[src/rtl/fifo_rr_scheduler.sv]
// fifo_rr_scheduler: round-robin mover from 4 FWFT input FIFOs
// to 4 output FIFOs, one word per cycle, honouring almost-full.
//
// Ports:
//   clk, reset_L     clock, synchronous active-low reset
//   enable           scheduling allowed (control FSM ACTIVE)
//   in_empty[4]      input FIFO empty flags
//   in_data[4*W]     FWFT head words, ch i at [i*W +: W]
//   out_almost_full  output FIFO almost-full flags
//   in_pop[4]        one-hot pop, combinational
//   out_push[4]      one-hot push, registered
//   out_data[W]      word for out_push, registered
//   sched_state[3]   one-hot IDLE/RUN/STALL
//   stall_count      saturating count of STALL cycles
module fifo_rr_scheduler #(
   parameter int WIDTH = 6,
   parameter int CNT_W = 8
) (
   input  logic               clk,
   input  logic               reset_L,
   input  logic               enable,
   input  logic [3:0]         in_empty,
   input  logic [4*WIDTH-1:0] in_data,
   input  logic [3:0]         out_almost_full,
   output logic [3:0]         in_pop,
   output logic [3:0]         out_push,
   output logic [WIDTH-1:0]   out_data,
   output logic [2:0]         sched_state,
   output logic [CNT_W-1:0]   stall_count
);

   typedef enum logic [2:0] {
      S_IDLE  = 3'b001,
      S_RUN   = 3'b010,
      S_STALL = 3'b100
   } state_t;

   state_t           state_q, state_d;
   logic [1:0]       rr_q, rr_d;
   logic [3:0]       push_q, push_d;
   logic [WIDTH-1:0] data_q, data_d;
   logic [CNT_W-1:0] cnt_q, cnt_d;

   logic [1:0] dest [4];
   logic [3:0] elig;
   logic       gnt_vld;
   logic [1:0] gnt;
   logic [1:0] idx;
   logic       idle_c;

   // Eligibility is gated by reset so no pop leaks out during reset.
   always_comb begin
      for (int i = 0; i < 4; i++) begin
         dest[i] = in_data[i*WIDTH+WIDTH-2 +: 2];
         elig[i] = reset_L & enable & ~in_empty[i]
                 & ~out_almost_full[dest[i]];
      end
   end

   // Scan from the channel after the last winner; 2-bit wrap.
   always_comb begin
      gnt_vld = 1'b0;
      gnt     = rr_q;
      idx     = rr_q;
      for (int k = 1; k <= 4; k++) begin
         idx = rr_q + 2'(k);
         if (!gnt_vld && elig[idx]) begin
            gnt_vld = 1'b1;
            gnt     = idx;
         end
      end
   end

   assign in_pop = gnt_vld ? (4'b0001 << gnt) : 4'b0000;

   always_comb begin
      push_d = 4'b0000;
      data_d = data_q;
      rr_d   = rr_q;
      if (gnt_vld) begin
         push_d = 4'b0001 << dest[gnt];
         data_d = in_data[gnt*WIDTH +: WIDTH];
         rr_d   = gnt;
      end
   end

   assign idle_c = ~enable | (&in_empty);

   always_comb begin
      state_d = state_q;
      cnt_d   = cnt_q;
      if (idle_c) begin
         state_d = S_IDLE;
      end else if (gnt_vld) begin
         state_d = S_RUN;
      end else begin
         state_d = S_STALL;
      end
      if (state_d == S_STALL && cnt_q != '1) begin
         cnt_d = cnt_q + 1'b1;
      end
   end

   always_ff @(posedge clk) begin
      if (!reset_L) begin
         state_q <= S_IDLE;
         rr_q    <= 2'd3;
         push_q  <= 4'b0000;
         data_q  <= '0;
         cnt_q   <= '0;
      end else begin
         state_q <= state_d;
         rr_q    <= rr_d;
         push_q  <= push_d;
         data_q  <= data_d;
         cnt_q   <= cnt_d;
      end
   end

   assign out_push    = push_q;
   assign out_data    = data_q;
   assign sched_state = state_q;
   assign stall_count = cnt_q;

endmodule

[config.mk]
export PLATFORM = sky130hd
export DESIGN_NAME = fifo_rr_scheduler
export DESIGN_NICKNAME = d
export VERILOG_FILES = /design/src/rtl/fifo_rr_scheduler.sv
export SDC_FILE = /design/constraint.sdc
export NUM_CORES = 1
export LEC_CHECK = 0
export BUFFER_PORTS_ARGS = -buffer_cell sky130_fd_sc_hd__buf_2
export CAP_MARGIN = 25
export CORE_MARGIN = 2
export CORE_UTILIZATION = 40
export DETAILED_ROUTE_END_ITERATION = 10
export GPL_TIMING_DRIVEN = 0
export PLACE_DENSITY_LB_ADDON = 0.08
export SKIP_LAST_GASP = 1
export SLEW_MARGIN = 5
export SYNTH_ARGS = -nofsm -noshare
export SYNTH_HDL_FRONTEND = slang
export SYNTH_SLANG_ARGS = --single-unit
[constraint.sdc]
create_clock -name clk -period 5 [get_ports clk]
set_input_delay 1 -clock clk [delete_from_list [all_inputs] [get_ports clk]]
set_output_delay 1 -clock clk [all_outputs]
set_load 0.02 [all_outputs]
==> flow_metrics.tcl, run 1 <==
set metrics [dict create \
    status "finished, final reports clean" \
    drt-wirelength-per-cell_um 12.6 \
    layout_common_cells "buf_2, dfxtp_1, mux2i_1" \
    drive_gt1_frac 0.371 \
    yosysSeqAreaShare 0.348 \
    dpl.cell_count 242 \
    cellLeakagePower_nw 0.789 \
    syn-cell-area_mm2 0.00132 \
    crit_required_ns 4.00 \
    grt_pass1_vias 1179 \
    grt_pass1_wl_mm 5.18 \
    r2r-start "rr_q[1]" \
    cts_inserted_buffers 3 \
    p_int_mw 0.283 \
    p_comb_frac 0.309 \
    hp-class "flip-flop to flip-flop" \
    cts_tree "done" \
    critPathBufInv 3 \
    cp-end-kind "output pin" \
    fin_skew_ns 0.00390 \
    grt_overflow 0 \
    numPortBuffers 59 \
    drc 0 \
    layout_commonest_cell "buf_2" \
    post_dp_cell_area_mm2 0.00167 \
    antennaDiodeCount 0 \
    dp_hpwl_mm 2.59 \
    num_vias 1262 \
    clkPwrFrac 0.199 \
    p_sw_mw 0.136 \
    area_delta_synth_final_pct 28.5 \
    fp.dieH_um 61.5 \
    start_util 0.427 \
    grt_use_total 0.183 \
    pre_cts_slack_ns 0.864 \
    sw_frac_of_total 0.324 \
    antenna_found_initial 0 \
    insertion_delay_ns 0.30 \
    antenna_left 0 \
    ys_async_sr_fraction 0 \
    finalCritPeriodShare 0.825 \
    fin_area_mm2 0.00170 \
    worst_setup_path_start_kind "input port" \
    path_max_fanout 10 \
    clock.fmax_ghz 0.242 \
    power_frac_seq 0.491 \
    synth_cell_types 42 \
    die_w_um 61.5 \
    cpMaxStageDelayCell "a211oi_2" \
    fp-row-count 20 \
    slowest_delay_ns 0.65 \
    viasPerCell 5.13 \
    clock-sinks 23 \
    htree_levels 1 \
    final-setup-viol-count 0 \
    wl_mm 3.11 \
    cts.clk_slew.worst_paths_ns 0.12 \
    period_needed_ns 4.13 \
    hold_start "out_data[0]" \
    root_buffer "clkbuf_4" \
    finalSetupTns_ns 0 \
    crit_chain "buf_2 > mux4_2 > nor2_1 > a32oi_1 > a211oi_2 > buf_6 > nor2b_1 > buf_2" \
    cts_resized 0 \
    core_region_area_mm2 0.00310 \
    crit_arrival_ns 3.13 \
    path_delay_family "compound AO/OA/AOI/OAI gates" \
    gp_routability_congestion 0.839 \
    synthCells 139 \
    rsz0062_at_grt "false" \
    firstDrtPassIters 4 \
    ys_ff_latch 23 \
    relSlewSlack 0.507 \
    syn_nets 175 \
    hold_buffers 0 \
    crit_start "in_data[16]" \
    synth-edff-count 0 \
    crit_top_cell "buf_2" \
    cts_buffer_depth 2 \
    ir_drop_v 0.000215 \
    fin_cells 246 \
    die_area_mm2 0.00379 \
    crit_type "input port to output pin" \
    maxCapViolations 0 \
    synth.avg_cell_area_um2 9.52 \
    yosysWarnings 0 \
    slew_violations 0 \
    hold_viol_final 0 \
    power.density_mw_per_mm2 246 \
    setup_slack_ns 0.873 \
    post-cts-setup-buffer-count 0 \
    worst_pin_slew_ns 0.738 \
    grt_max_degree 14 \
    finalNetCount 239 \
    drtIter0Drc 51 \
    io_pins 60 \
    synthFlopType "dfxtp_1" \
]
tightest hold or removal path, delay by kind of cell (launching register included):
kind	cells	cell delay, ns
DFF	1	0.35
AOI/OAI and AO/OA	1	0.06
and+or+nand+nor	1	0.05
power by group through the flow:
stage | Sequential, mW | Clock (mW) | Combinational [mW]
final | 0.206 | 0.0836 | 0.130
after global routing | 0.208 | 0.0989 | 0.142
after CTS | 0.206 | 0.0884 | 0.131
after detailed placement | 0.209 | 0 | 0.131
after global placement | 0.209 | 0 | 0.127
after floorplan | 0.225 | 0 | 0.0695
final timing paths:
path                            cells past startpoint  slack [ns]          end
worst min-delay path                                2        0.48  out_data[0]
worst min register to register                      2        0.48  out_data[0]
worst max-delay path                                8        0.87    in_pop[2]
worst max register to register                      6        2.98  out_data[3]
synthesized netlist by cell type, types with 3 or more instances:
master	instances	area (um^2)
nand4_1	4	25.0
dfxtp_1	23	460
nor2_1	9	33.8
and3_1	4	25.0
and2_1	8	50.1
o221ai_1	5	43.8
nor2b_1	4	25.0
o21ai_0	3	15.0
nand2_1	16	60.1
mux2i_1	17	170
xnor2_1	6	52.6
kinds of logic (layout without fill, tap and decap cells):
| group | Yosys count | count (layout) | share of synthesized area |
|---|---|---|---|
| AO/OA/AOI/OAI | 27 | 27 | 0.184 |
| AND/OR/NAND/NOR | 54 | 54 | 0.210 |
| buffers and inverters | 6 | 69 | 0.0227 |
| multiplexers | 21 | 21 | 0.180 |
| flip-flops | 23 | 23 | 0.348 |
| XOR/XNOR | 7 | 7 | 0.0463 |
| adder cells (fa/ha/maj) | 1 | 1 | 0.00945 |
registers in the layout (all words and copies together), names as in the netlist:
name         flops
rr_q             2
out_push         4
out_data         6
stall_count      8
sched_state      3
through the flow:
stage          hold WS (ns)  total power, mW  utilization
2_1_floorplan         0.531            0.294            -
3_3_place_gp          0.448            0.337        0.540
3_5_place_dp          0.451            0.340        0.540
4_1_cts               0.482            0.425        0.548
5_1_grt               0.498            0.449        0.548
6_report              0.480            0.419        0.548
layer usage:
layer / part of all wire / GRT usage / vias up / wire length (um)
met4: 0.0055 / 0.0365 / 0 / 17
met5: 0 / 0 / - / 0
met2: 0.48 / 0.317 / 43 / 1480
met3: 0.059 / 0.0483 / 2 / 184
met1: 0.46 / 0.228 / 574 / 1420
li1: - / - / 643 / -
area by class of cell:
cell class,count,area [um^2]
Timing Repair Buffer,59,295
Inverter,3,11.3
Clock inverter,1,5.00
Clock buffer,3,22.5
Fill cell,312,1400
Sequential cell,23,460
Tap cell,44,55.1
Buffer,3,18.8
Multi-Input combinational cell,110,833
Note: power is estimated with default switching activity, not from simulation.
==> run 2: changes to the inputs <==
- clock period: 5 -> 3.52 ns (I/O delays scaled with it)
==> run 2 against run 1 <==
  * Via count grew 2.9%
  * Register-to-register slack lost 1.5 ns
  * Critical endpoint unchanged
  * Power up 47%
==> flow_metrics.tcl, run 2 (same netlist as run 1, synthesis figures left out) <==
set metrics [dict create \
    status "finished, final reports clean" \
    grt_pass1_wl_mm 5.26 \
    antenna_found_initial 0 \
    cts_inserted_buffers 3 \
    hold_depth 2 \
    finalCritPeriodShare 0.968 \
    path_delay_family "simple AND/OR/NAND/NOR gates" \
    io_pins 60 \
    hp-class "flip-flop to flip-flop" \
    largest_reg_flops 8 \
    worstHoldEndpoint "out_data[1]" \
    pre_cts_slack_ns -0.0243 \
    rsz0062_at_grt "false" \
    clock-sinks 23 \
    clkPwrFrac 0.197 \
    fin_area_mm2 0.00177 \
    final-setup-viol-count 0 \
    hold_start "out_data[1]" \
    multi_input_area_um2 857 \
    drc 0 \
    grt_use_total 0.186 \
    gp_routability_congestion 0.839 \
    path_max_fanout 12 \
    crit_chain "buf_2 > mux4_2 > or2_4 > or3_1 > a32oi_2 > a211oi_4 > buf_12 > nor2b_1 > buf_2" \
    maxCapViolations 0 \
    viasPerCell 5.17 \
    num_vias 1298 \
    worst_pin_slew_ns 0.538 \
    fin_cells 251 \
    period_needed_ns 3.41 \
    fill_cells 312 \
    cellLeakagePower_nw 0.820 \
    register_area_um2 460 \
    reg2reg_to "out_push[3]" \
    fp.dieH_um 61.5 \
    grt_max_degree 14 \
    insertion_delay_ns 0.30 \
    fin_util 0.571 \
    cts_tree "done" \
    ir_drop_v 0.000305 \
    cpMaxStageDelayCell "mux4_2" \
    grt_pass1_vias 1200 \
    p_comb_frac 0.327 \
    cts_buffer_depth 2 \
    r2r_setup_slack_ns 1.52 \
    slew_violations 0 \
    finalSetupTns_ns 0 \
    wl_met1_mm 1.42 \
    drtIter0Drc 71 \
    die_w_um 61.5 \
    clock.fmax_ghz 0.293 \
    start_util 0.427 \
    antenna_left 0 \
    whs_ns 0.480 \
    crit_required_ns 2.82 \
    wl_mm 3.15 \
    fin_skew_ns 0.00418 \
    numPortBuffers 59 \
    r2r_cells 5 \
    layout_common_cells "buf_2, dfxtp_1, mux2i_1" \
    fp-row-count 20 \
    htree_levels 1 \
    cts.clk_slew.worst_paths_ns 0.12 \
    drive_gt1_frac 0.401 \
    dp_hpwl_mm 2.59 \
    die_area_mm2 0.00379 \
    wl_met3_um 193 \
    slowest_delay_ns 0.53 \
    power_frac_seq 0.476 \
    p_int_mw 0.414 \
    antennaDiodeCount 0 \
    dpl.cell_count 242 \
    hold_viol_final 0 \
    firstDrtPassIters 4 \
    area_delta_synth_final_pct 33.8 \
    crit_type "input port to output pin" \
    worst_setup_path_start_kind "input port" \
    drt-wirelength-per-cell_um 12.5 \
    root_buffer "clkbuf_4" \
    cp-end-kind "output pin" \
    critPathBufInv 3 \
    r2r-start "rr_q[0]" \
    crit_arrival_ns 2.70 \
    finalNetCount 244 \
    post-layout-total-power_mw 0.614 \
    p_sw_mw 0.200 \
    crit_top_cell "buf_2" \
    layout_commonest_cell "buf_2" \
    setup_slack_ns 0.111 \
    core_region_area_mm2 0.00310 \
    power.density_mw_per_mm2 347 \
    top_layer_used "met4" \
    wl_met2_mm 1.52 \
    grt_overflow 0 \
    relSlewSlack 0.641 \
    sw_frac_of_total 0.325 \
    post_dp_cell_area_mm2 0.00167 \
]
## run 2: area by class of cell
| type | instances | share of cell area |
|---|---|---|
| timing repair buffer | 65 | 0.199 |
| inverter | 3 | 0.00636 |
| sequential | 23 | 0.260 |
| multi-input combinational | 110 | 0.484 |
| clock buffer | 3 | 0.0127 |
| clock inverter | 1 | 0.00282 |
| buffer | 2 | 0.00424 |
| tap | 44 | 0.0311 |
## run 2: power by group through the flow
stage          registers [mW]  clock network (mW)  logic [mW]
2_1_floorplan           0.319                   0      0.0988
3_3_place_gp            0.297                   0       0.181
3_5_place_dp            0.297                   0       0.186
4_1_cts                 0.292               0.126       0.190
5_1_grt                 0.296               0.141       0.219
6_report                0.292               0.121       0.201
## run 2: worst max-delay path by stage
stage / start / cells after the start / to / slack, ns
global placement: in_data[16] / 8 / in_pop[0] / -0.03
finish: in_data[22] / 9 / in_pop[2] / 0.11
global route: in_data[22] / 9 / in_pop[2] / 0.03
detailed placement: in_data[16] / 8 / in_pop[0] / -0.02
floorplan: in_data[22] / 7 / in_pop[1] / 0.29
CTS: in_data[22] / 9 / in_pop[2] / 0.005
## run 2: worst register-to-register path, delay by kind of cell (launching register included)
| family | cells | cell delay, ns |
|---|---|---|
| flops | 1 | 0.40 |
| mux | 1 | 0.17 |
| compound gates | 3 | 0.96 |
| simple gates | 1 | 0.41 |
## run 2: metal layers
layer	global-route usage	vias up
met3	0.0483	2
li1	-	653
met5	0	-
met1	0.232	598
met2	0.322	45
met4	0.0395	0
## run 2: repair_timing
| item | 4_1_cts | 5_1_grt |
|---|---|---|
| gates resized for setup | 3 | 1 |
| hold buffers | 0 | 0 |
| buffers inserted | 0 | 6 |
| endpoints found under the setup margin | 2 | 4 |
| endpoints found under the hold margin | 0 | 0 |
| pin swaps | 1 | 2 |
